[src/rtl/dmem_dual_arbiter.sv]
// Shares the single data-RAM port between the two MEM-stage slots of the dual-issue pipeline.
// Optional store-to-load forwarding for same-address slot1-store/slot2-load pairs: DMEM_STORE_LOAD_FWD_EN.
module dmem_dual_arbiter #(
  parameter int ADDR_W = 8,
  parameter int DATA_W = 32
) (
  input  logic              clk,
  input  logic              reset,
  input  logic              mem1_rd,
  input  logic              mem1_wr,
  input  logic [ADDR_W-1:0] mem1_addr,
  input  logic [DATA_W-1:0] mem1_wdata,
  input  logic              mem2_rd,
  input  logic              mem2_wr,
  input  logic [ADDR_W-1:0] mem2_addr,
  input  logic [DATA_W-1:0] mem2_wdata,
  input  logic              flush_2,
  input  logic [DATA_W-1:0] dmem_rdata,
  output logic [ADDR_W-1:0] dmem_addr,
  output logic [DATA_W-1:0] dmem_wdata,
  output logic              dmem_rd,
  output logic              dmem_wr,
  output logic [DATA_W-1:0] rdata1,
  output logic [DATA_W-1:0] rdata2,
  output logic              stall_mem,
  output logic [15:0]       conflict_cnt
);

  typedef enum logic {IDLE, SECOND} state_t;

  state_t            state, state_nxt;
  logic [DATA_W-1:0] hold1;
  logic              req1, req2, conflict, fwd, serialise;

  assign req1     = mem1_rd | mem1_wr;
  assign req2     = mem2_rd | mem2_wr;
  assign conflict = req1 & req2 & ~flush_2;

`ifdef DMEM_STORE_LOAD_FWD_EN
  assign fwd = mem1_wr & mem2_rd & ~mem2_wr & (mem1_addr == mem2_addr);
`else
  assign fwd = 1'b0;
`endif

  assign serialise = (state == IDLE) & conflict & ~fwd & ~reset;

  always_ff @(posedge clk) begin
    if (reset) begin
      state        <= IDLE;
      hold1        <= '0;
      conflict_cnt <= '0;
    end else begin
      state <= state_nxt;
      if (serialise) begin
        hold1 <= dmem_rdata;
        if (conflict_cnt != 16'hFFFF) conflict_cnt <= conflict_cnt + 16'd1;
      end
    end
  end

  always_comb begin
    state_nxt  = IDLE;
    dmem_addr  = mem1_addr;
    dmem_wdata = mem1_wdata;
    dmem_rd    = 1'b0;
    dmem_wr    = 1'b0;
    rdata1     = dmem_rdata;
    rdata2     = dmem_rdata;
    stall_mem  = 1'b0;
    if (reset) begin
      rdata1 = '0;
      rdata2 = '0;
    end else begin
      case (state)
        IDLE: begin
          if (req1) begin
            // Slot 1 always goes first, so a store lands before any slot-2 access.
            dmem_wr = mem1_wr;
            dmem_rd = mem1_rd & ~mem1_wr;
            if (conflict && !fwd) begin
              stall_mem = 1'b1;
              state_nxt = SECOND;
            end
            if (conflict && fwd) rdata2 = mem1_wdata;
          end else if (req2 && !flush_2) begin
            dmem_addr  = mem2_addr;
            dmem_wdata = mem2_wdata;
            dmem_wr    = mem2_wr;
            dmem_rd    = mem2_rd & ~mem2_wr;
          end
        end
        SECOND: begin
          // Slot-2 inputs are still valid here because the pipeline was frozen.
          rdata1     = hold1;
          dmem_addr  = mem2_addr;
          dmem_wdata = mem2_wdata;
          if (!flush_2) begin
            dmem_wr = mem2_wr;
            dmem_rd = mem2_rd & ~mem2_wr;
          end
        end
        default: state_nxt = IDLE;
      endcase
    end
  end

endmodule

[config.mk]
export PLATFORM = sky130hd
export DESIGN_NAME = dmem_dual_arbiter
export DESIGN_NICKNAME = d
export VERILOG_FILES = /design/src/rtl/dmem_dual_arbiter.sv
export SDC_FILE = /design/constraint.sdc
export NUM_CORES = 1
export LEC_CHECK = 0
export ABC_CLOCK_PERIOD_IN_PS = 3250
export BUFFER_PORTS_ARGS = -buffer_cell sky130_fd_sc_hd__buf_4
export CAP_MARGIN = 0
export CORE_AREA = 2 2 93 95
export DETAILED_ROUTE_END_ITERATION = 7
export DIE_AREA = 0 0 95 97
export PLACE_DENSITY = 0.8
export SYNTH_ARGS = -nofsm -noshare
export SYNTH_HDL_FRONTEND = slang
export SYNTH_SLANG_ARGS = --single-unit
[constraint.sdc]
create_clock -name clk -period 3.25 [get_ports clk]
set_input_delay 0 -clock clk [delete_from_list [all_inputs] [get_ports clk]]
set_output_delay 0 -clock clk [all_outputs]
set_load 0.01 [all_outputs]
Word-level counts from Yosys, hierarchy flattened
Index checks and enable logic that the tools add are counted.
{"block": "classes", "addsub": 1, "eq_ne": 1, "n_mux": 25, "bitwise": 13, "n_reduce_logical": 3}
{"cell": "$mux 32", "count": 6}
{"cell": "$pmux 32 s2", "count": 1}
{"cell": "$mux 8", "count": 3}
{"cell": "$add 16x1->16 const B", "count": 1}
{"cell": "$ne 16x16->1 const B", "count": 1}
{"cell": "$pmux 8 s2", "count": 1}
{"cell": "$mux 1", "count": 12}
{"cell": "$and 1x1->1", "count": 6}
{"cell": "$not 1->1", "count": 5}
{"cell": "$pmux 1 s2", "count": 2}
{"cell": "$or 1x1->1", "count": 2}
{"cell": "$reduce_and 2->1", "count": 1}
{"cell": "$logic_and 1x1->1", "count": 1}
{"cell": "$logic_not 1->1", "count": 1}
{"block": "totals", "ff_bits": 49, "out_inout_bits": 123, "elab_cells": 46}

Depth between registers and ports, before layout
Gate-level depths: netlist (run 1).
{"block": "logic_depth", "ltp_word": 7, "depth_mapped": 7, "mapped_depth_nobuf": 5}

Worst setup path before layout (run 1)
No wires, ideal clock.
{"block": "synth_path", "path_kind": "reg2reg", "from": "reg state", "to": "reg conflict_cnt[9]", "setup_ns": 0.123, "arrival_ns": 1.785, "required_ns": 3.127, "path_slack_ns": 1.341, "path_stages_with_launch": 7, "period_less_slack_ns": 1.909, "path_cell_list": "dfxtp_1 buf_2 or4_4 buf_6 buf_6 nor4_2 mux2_1"}
{"block": "synth_via", "elab_chain_len": 4}
{"element": "start: declaration", "line": "31", "source": "state_t state, state_nxt;"}
{"element": "start signal: assignment", "line": "53", "source": "state <= state_nxt;"}
{"element": "$not 1->1"}
{"element": "$and 1x1->1 (2 in a row)", "line": "45", "source": "assign serialise = (state == IDLE) & conflict & ~fwd & ~reset;"}
{"element": "$reduce_and 2->1 (no line)"}
{"element": "end signal: assignment", "line": "56", "source": "if (conflict_cnt != 16'hFFFF) conflict_cnt <= conflict_cnt + 16'd1;"}
{"element": "end: declaration", "line": "26", "source": "output logic [15:0] conflict_cnt"}
No other way between the ends.
A chain may end at the register's enable or synchronous reset.

Worst setup path after layout (run 1)
{"block": "layout_path", "from": "reg conflict_cnt[0]", "to": "reg conflict_cnt[15]"}
{"block": "layout_via", "elab_chain_len": 2, "word_cells_on_any_way": 3, "classes_between": "1 x add/sub; 1 x eq/ne; 1 x reduce/logical"}
{"element": "parallel branches: the longest is 2 deep, another holds $add 16x1->16"}
Several ways; the timed one is not identified.

==> run metrics, run 1 <==
status=finished clean; pin count of the biggest net entering global routing=63; met1 Use GR=28.4%; slew margin rel.=32.3%; GP Congestion=0.879; Layout Cells excl Fill=761; post-layout util=68.1%; Hold WC Path Type=primary input to register; commonest non-fill, non-tap cells in the layout=buf_4, nand2_1, dfxtp_1, mux2_2, a21oi_1; pre-CTS setup slack=883 ps; maximum clock frequency=421 MHz; max_cap viols=0; Distinct cells, synth=44; Fill cells=640; fin crit period=2380 ps; endpoint class of the critical path=register; vias=3,763; Post-CTS Setup Bufs=0; GRT Total Usage=25.6%; first drt pass iteration count=4; Cells after Synth=402; TritonCTS Buffers=5; worst path cell trace=ha_1 -> nand4_2 -> nor4_4 -> nor4_1 -> mux2_2; Leakage=2.43 nW; CP Class=register to register; clock buffer depth=2; Yosys Warn Count=0; final setup margin=873 ps; die area=9220 um^2; GR met3 Demand/Resource=7.32%; clk slew on worst S/H paths=80 ps; H-Tree Depth=2; GRT busiest layer=met2; Synth Flop Type=dfxtp_1; first-pass GRT wire length=18,600 um; antenna violations before repair=1; #FFs+latches synth=49; power per standard cell area=284 nW/um^2; net count after synthesis=522; final wirelength=12,000 um; area share of the largest cell type after synthesis=30.0%; Synth area leaders=dfxtp_1, mux2_2, mux2i_1; TNS Setup=0 ps; slowest CP cell=nor4_4; Worst VDD drop=0.176 mV; DR iter-0 viols=136; TritonCTS Sinks=49; core footprint=8130 um^2; detailed-route DRC error count=0; Cells after DPL=721; Post-Syn Area=3270 um^2; top cell type by total area after synthesis=dfxtp_1; I/O pins=242; RSZ-0062 raised after global routing=false; most common cell after layout, fill and taps aside=buf_4; clock latency on the worst-skew pair=300 ps; Multi-input gate area=2140 um^2; final setup fails=0; post_cts resized=0; routing usage on met2=46.0%; Synth Area per Inst=8.14 um^2; row cnt=33; total grt overflow=0; Initial Utilization=40.2%; FFs w/ async S/R, synth=0%; Setup Skew=5.65 ps; cts hold-fix bufs=32; Post-synth EDFFs=0; Die H=97 um; WL per Instance=15.7 um; Startpoint Class=register; Layout area overhead=69.1%; routed vias/inst=4.94; Detailed Place HPWL=9320 um; Hold WS=203 ps; Worst Path Max Fanout=17; I/O Buffers=241; Register Area=982 um^2; Root Buffer=clkbuf_8; CP Data Arrival Time=2570 ps; Max Slew Vio Count=0; CTS tree=done; crit share post-route=73.1%; layout cell share with drive strength beyond 1=46.9%; sequential area share after synthesis=30.0%; Final nets=775; Chip Width=95 um; worst slew pin tran=1010 ps; Hold Crit Depth=2; Worst EP required=3450 ps; vias in the first global route=3,725; Largest stage delay, worst path=880 ps; Post-DRT Antenna Nets=0; reg2reg path depth=5; Hold Vio Cnt, Final=0
==> path summary, 6_finish.rpt <==
path	slack [ps]	end	start
max	870	conflict_cnt[15]	conflict_cnt[0]
min	200	hold1[4]	reset
max reg2reg	870	conflict_cnt[15]	conflict_cnt[0]
min reg2reg	460	hold1[5]	hold1[5]
==> area by class of cell <==
class	instances	area share, %
diodes	1	0.0452
clock inverters	2	0.633
multi-input cells	317	38.6
well taps	105	2.37
flip-flops and latches	49	17.7
clock buffers	5	1.24
inverters	5	0.339
repair buffers	277	39.0
==> state kept, by name, indices dropped and copies added, names as in the netlist <==
| signal | cells |
|---|---|
| conflict_cnt | 16 |
| state | 1 |
| hold1 | 32 |
==> Yosys cell counts, types with 7 or more instances <==
master and instances:
clkbuf_1 13, nor2b_1 37, a21oi_1 42, buf_1 8, mux2_2 44, buf_2 7, dfxtp_1 49, nor2_1 39
nand2_1 71, mux2i_1 32
==> power by group <==
part / internal (W) / total, W / switching [W] / leakage, nW
combinational: 0.000301 / 0.000523 / 0.000222 / 1.98
clock: 0.000224 / 0.000420 / 0.000196 / 0.0540
sequential: 0.000616 / 0.000629 / 0.0000127 / 0.398
total: 0.00114 / 0.00157 / 0.000430 / 2.43
==> worst max-delay path: cells and delay by family (launching register included) <==
family	cells	cell delay, ps
fa+ha+maj	1	250
flops	1	420
mux	1	300
simple gates	3	1290
==> through the flow <==
step                area [um^2]  total power, W
global placement           5110         0.00113
global route               5540         0.00165
CTS                        5530         0.00158
floorplan                  3270        0.000858
finish                     5540         0.00157
detailed placement         5110         0.00113
==> per-layer routing <==
metal	wire length (um)	vias up
met5	0	-
met4	299	0
met3	985	16
met2	6150	169
met1	4510	1675
li1	-	1903
==> kinds of logic (layout without fill, tap and decap cells) <==
| logic type | count (synthesis) | in the layout | synth area share, % |
|---|---|---|---|
| mux | 77 | 77 | 25.3 |
| simple gates | 181 | 181 | 28.0 |
| buf+inv | 36 | 289 | 5.08 |
| compound gates | 58 | 58 | 11.3 |
| other cells | 0 | 1 | 0 |
| flops | 49 | 49 | 30.0 |
| fa+ha+maj | 1 | 1 | 0.382 |
Power figures use the tool's default switching activity.
==> run 2, diff against run 1 <==
Settings changed: ABC_CLOCK_PERIOD_IN_PS 3250 to 1990, CORE_AREA 2 2 93 95 to not set, CORE_ASPECT_RATIO set to 1.5, CORE_UTILIZATION set to 37, DIE_AREA 0 0 95 97 to not set, PLACE_DENSITY 0.8 to 0.77.
Clock period 3.25 ns to 1.99 ns, I/O delays scaled along.
==> run metrics, run 2 (same netlist as run 1, synthesis figures left out) <==
GP Congestion=0.869 (-1.1%); final setup fails=0 (unchanged); maximum clock frequency=524 MHz; cell family with most CP delay=buffers and inverters; Comb pwr share=32.4% (-0.9 points); H-Tree Depth=2 (unchanged); fin crit period=1910 ps; R2R Path Start=conflict_cnt[1]; slowest CP cell=or4_4; Die H=117 um (+21%); die area=9230 um^2 (+0.21%); Initial Utilization=38.4% (-1.8 points); Hold WS=5.13 ps (-198 ps); switching part of the total=26.8% (-0.54 points); core footprint=8520 um^2 (+4.7%); routed vias/inst=5.06 (+2.4%); slew margin rel.=52.8% (+21 points); max_cap viols=0 (unchanged); first drt pass iteration count=5 (+1); RSZ-0062 raised after global routing=false; Chip Width=78.8 um (-17%); row cnt=41 (+24%); endpoint class of the critical path=primary output; Layout area overhead=72.3%; crit share post-route=95.8%; CP Data Arrival Time=1910 ps (-660 ps); first-pass GRT wire length=17,200 um (-7.2%); r2r setup slk=130 ps (-740 ps); total power=0.00268 W (+70%); Final nets=782 (+0.90%); I/O pins=242 (unchanged); CTS tree=done; DR iter-0 viols=180 (+32%); vias=3,892 (+3.4%); reg2reg path depth=5 (unchanged); Hold Vio Cnt, Final=0 (unchanged); WP buf/inv=4 (+4); final wirelength=11,600 um (-3.1%); Startpoint Class=register; Max Slew Vio Count=0 (unchanged); Detailed Place HPWL=8990 um (-3.5%); clock buffer depth=2 (unchanged); TNS Setup=0 ps (unchanged); commonest non-fill, non-tap cells in the layout=buf_4, nand2_1, dfxtp_1, mux2_2, a21oi_1; CP Class=register to primary output; most common cell after layout, fill and taps aside=buf_4; status=finished clean; worst path cell trace=or4_4 -> buf_6 -> clkinv_1 -> buf_12 -> buf_4; Setup Skew=3.75 ps (-1.90 ps); switching pwr=0.000718 W (+67%); total grt overflow=0 (unchanged); Largest stage delay, worst path=590 ps (-290 ps); GRT Total Usage=24.0% (-1.6 points); Largest Register=hold1; share of power burned in the clock network=29.4% (+2.7 points); Seq pwr share=38.2% (-1.8 points); Worst VDD drop=0.319 mV (+81%); TritonCTS Buffers=5 (unchanged); worst hold endpoint=hold1[16]; Worst EP required=1990 ps (-1460 ps); Post-DRT Antenna Nets=0 (unchanged); WL per Instance=15.1 um (-4.1%); Largest regs=hold1 (32), conflict_cnt (16), state (1); antenna violations before repair=1 (unchanged); hold path start=dmem_rdata[16]; power per standard cell area=474 nW/um^2 (+67%); pin count of the biggest net entering global routing=76 (+21%); RR Endpoint=conflict_cnt[8]; internal power=0.00196 W (+71%); Worst Path Max Fanout=35 (+18); Hold Crit Depth=3 (+1); Root Buffer=clkbuf_16; layout cell share with drive strength beyond 1=47.7% (+0.78 points); I/O Buffers=241 (unchanged); TritonCTS Sinks=49 (unchanged); detailed-route DRC error count=0 (unchanged); worst slew pin tran=708 ps (-302 ps); vias in the first global route=3,696 (-0.78%); Hold WC Path Type=primary input to register; clock latency on the worst-skew pair=280 ps (-20 ps); clk slew on worst S/H paths=60 ps (-20 ps); Largest register FFs=32 (unchanged); Leakage=2.48 nW (+2.3%)
==> run 2: changes by cell type in the layout (fill, tap and decap cells not counted), sizes merged <==
cell,change
dlygate4sd3,-2
buf,+9
bufinv,-1
==> run 2: power by group through the flow <==
stage               logic (W)  registers (W)  clock network, W
detailed placement   0.000818        0.00104                 0
floorplan            0.000361        0.00104                 0
global placement     0.000802        0.00104                 0
finish               0.000867        0.00102          0.000786
CTS                  0.000869        0.00102          0.000803
global route         0.000926        0.00102          0.000839
==> run 2: layer usage <==
| layer | up-vias | global-route usage [%] | part of all wire (%) |
|---|---|---|---|
| met1 | 1793 | 22.6 | 34 |
| met5 | - | 0 | 0 |
| li1 | 1911 | - | - |
| met2 | 170 | 50.7 | 58 |
| met3 | 18 | 3.02 | 5.5 |
| met4 | 0 | 9.26 | 2.4 |
==> run 2: how the worst max path moves through the flow <==
stage          cells after the start  slack (ps)            start         endpoint
6_report                           5          80            state        stall_mem
5_1_grt                            5           7  conflict_cnt[5]  conflict_cnt[8]
4_1_cts                            5          40            state        stall_mem
3_5_place_dp                       6         150  conflict_cnt[1]  conflict_cnt[0]
3_3_place_gp                       5         200  conflict_cnt[5]  conflict_cnt[4]
2_1_floorplan                      6          80            state  conflict_cnt[9]
==> run 2: layout make-up <==
| type | count | area [um^2] |
|---|---|---|
| diodes | 1 | 2.50 |
| clock buffers | 5 | 125 |
| clock inverters | 1 | 5.00 |
| fillers | 715 | 2880 |
| inverters | 5 | 18.8 |
| multi-input cells | 317 | 2140 |
| flip-flops and latches | 49 | 982 |
| well taps | 107 | 134 |
| repair buffers | 284 | 2240 |
==> run 2: tightest hold or removal path: cells and delay by family <==
family	cells	cell delay [ps]
AOI/OAI and AO/OA	1	60
buffers and inverters	1	120
and+or+nand+nor	1	50
==> run 2: through the flow <==
step / util [%] / cell area, um^2 / setup WS [ps] / cells
after floorplan: - / 3270 / 81.3 / 402
after global placement: 61.0 / 5200 / 202 / 731
after detailed placement: 61.0 / 5200 / 146 / 731
after CTS: 66.1 / 5630 / 43.8 / 767
after global routing: 66.2 / 5640 / 7.41 / 769
final: 66.2 / 5640 / 83.2 / 769
==> run 2: what timing repair did <==
| item | 4_1_cts | 5_1_grt |
|---|---|---|
| hold buffers | 30 | 0 |
| hold endpoints to repair | 30 | 0 |
| setup buffers | 0 | 1 |
| setup endpoints to repair | 0 | 2 |
| gates resized for setup | 0 | 1 |
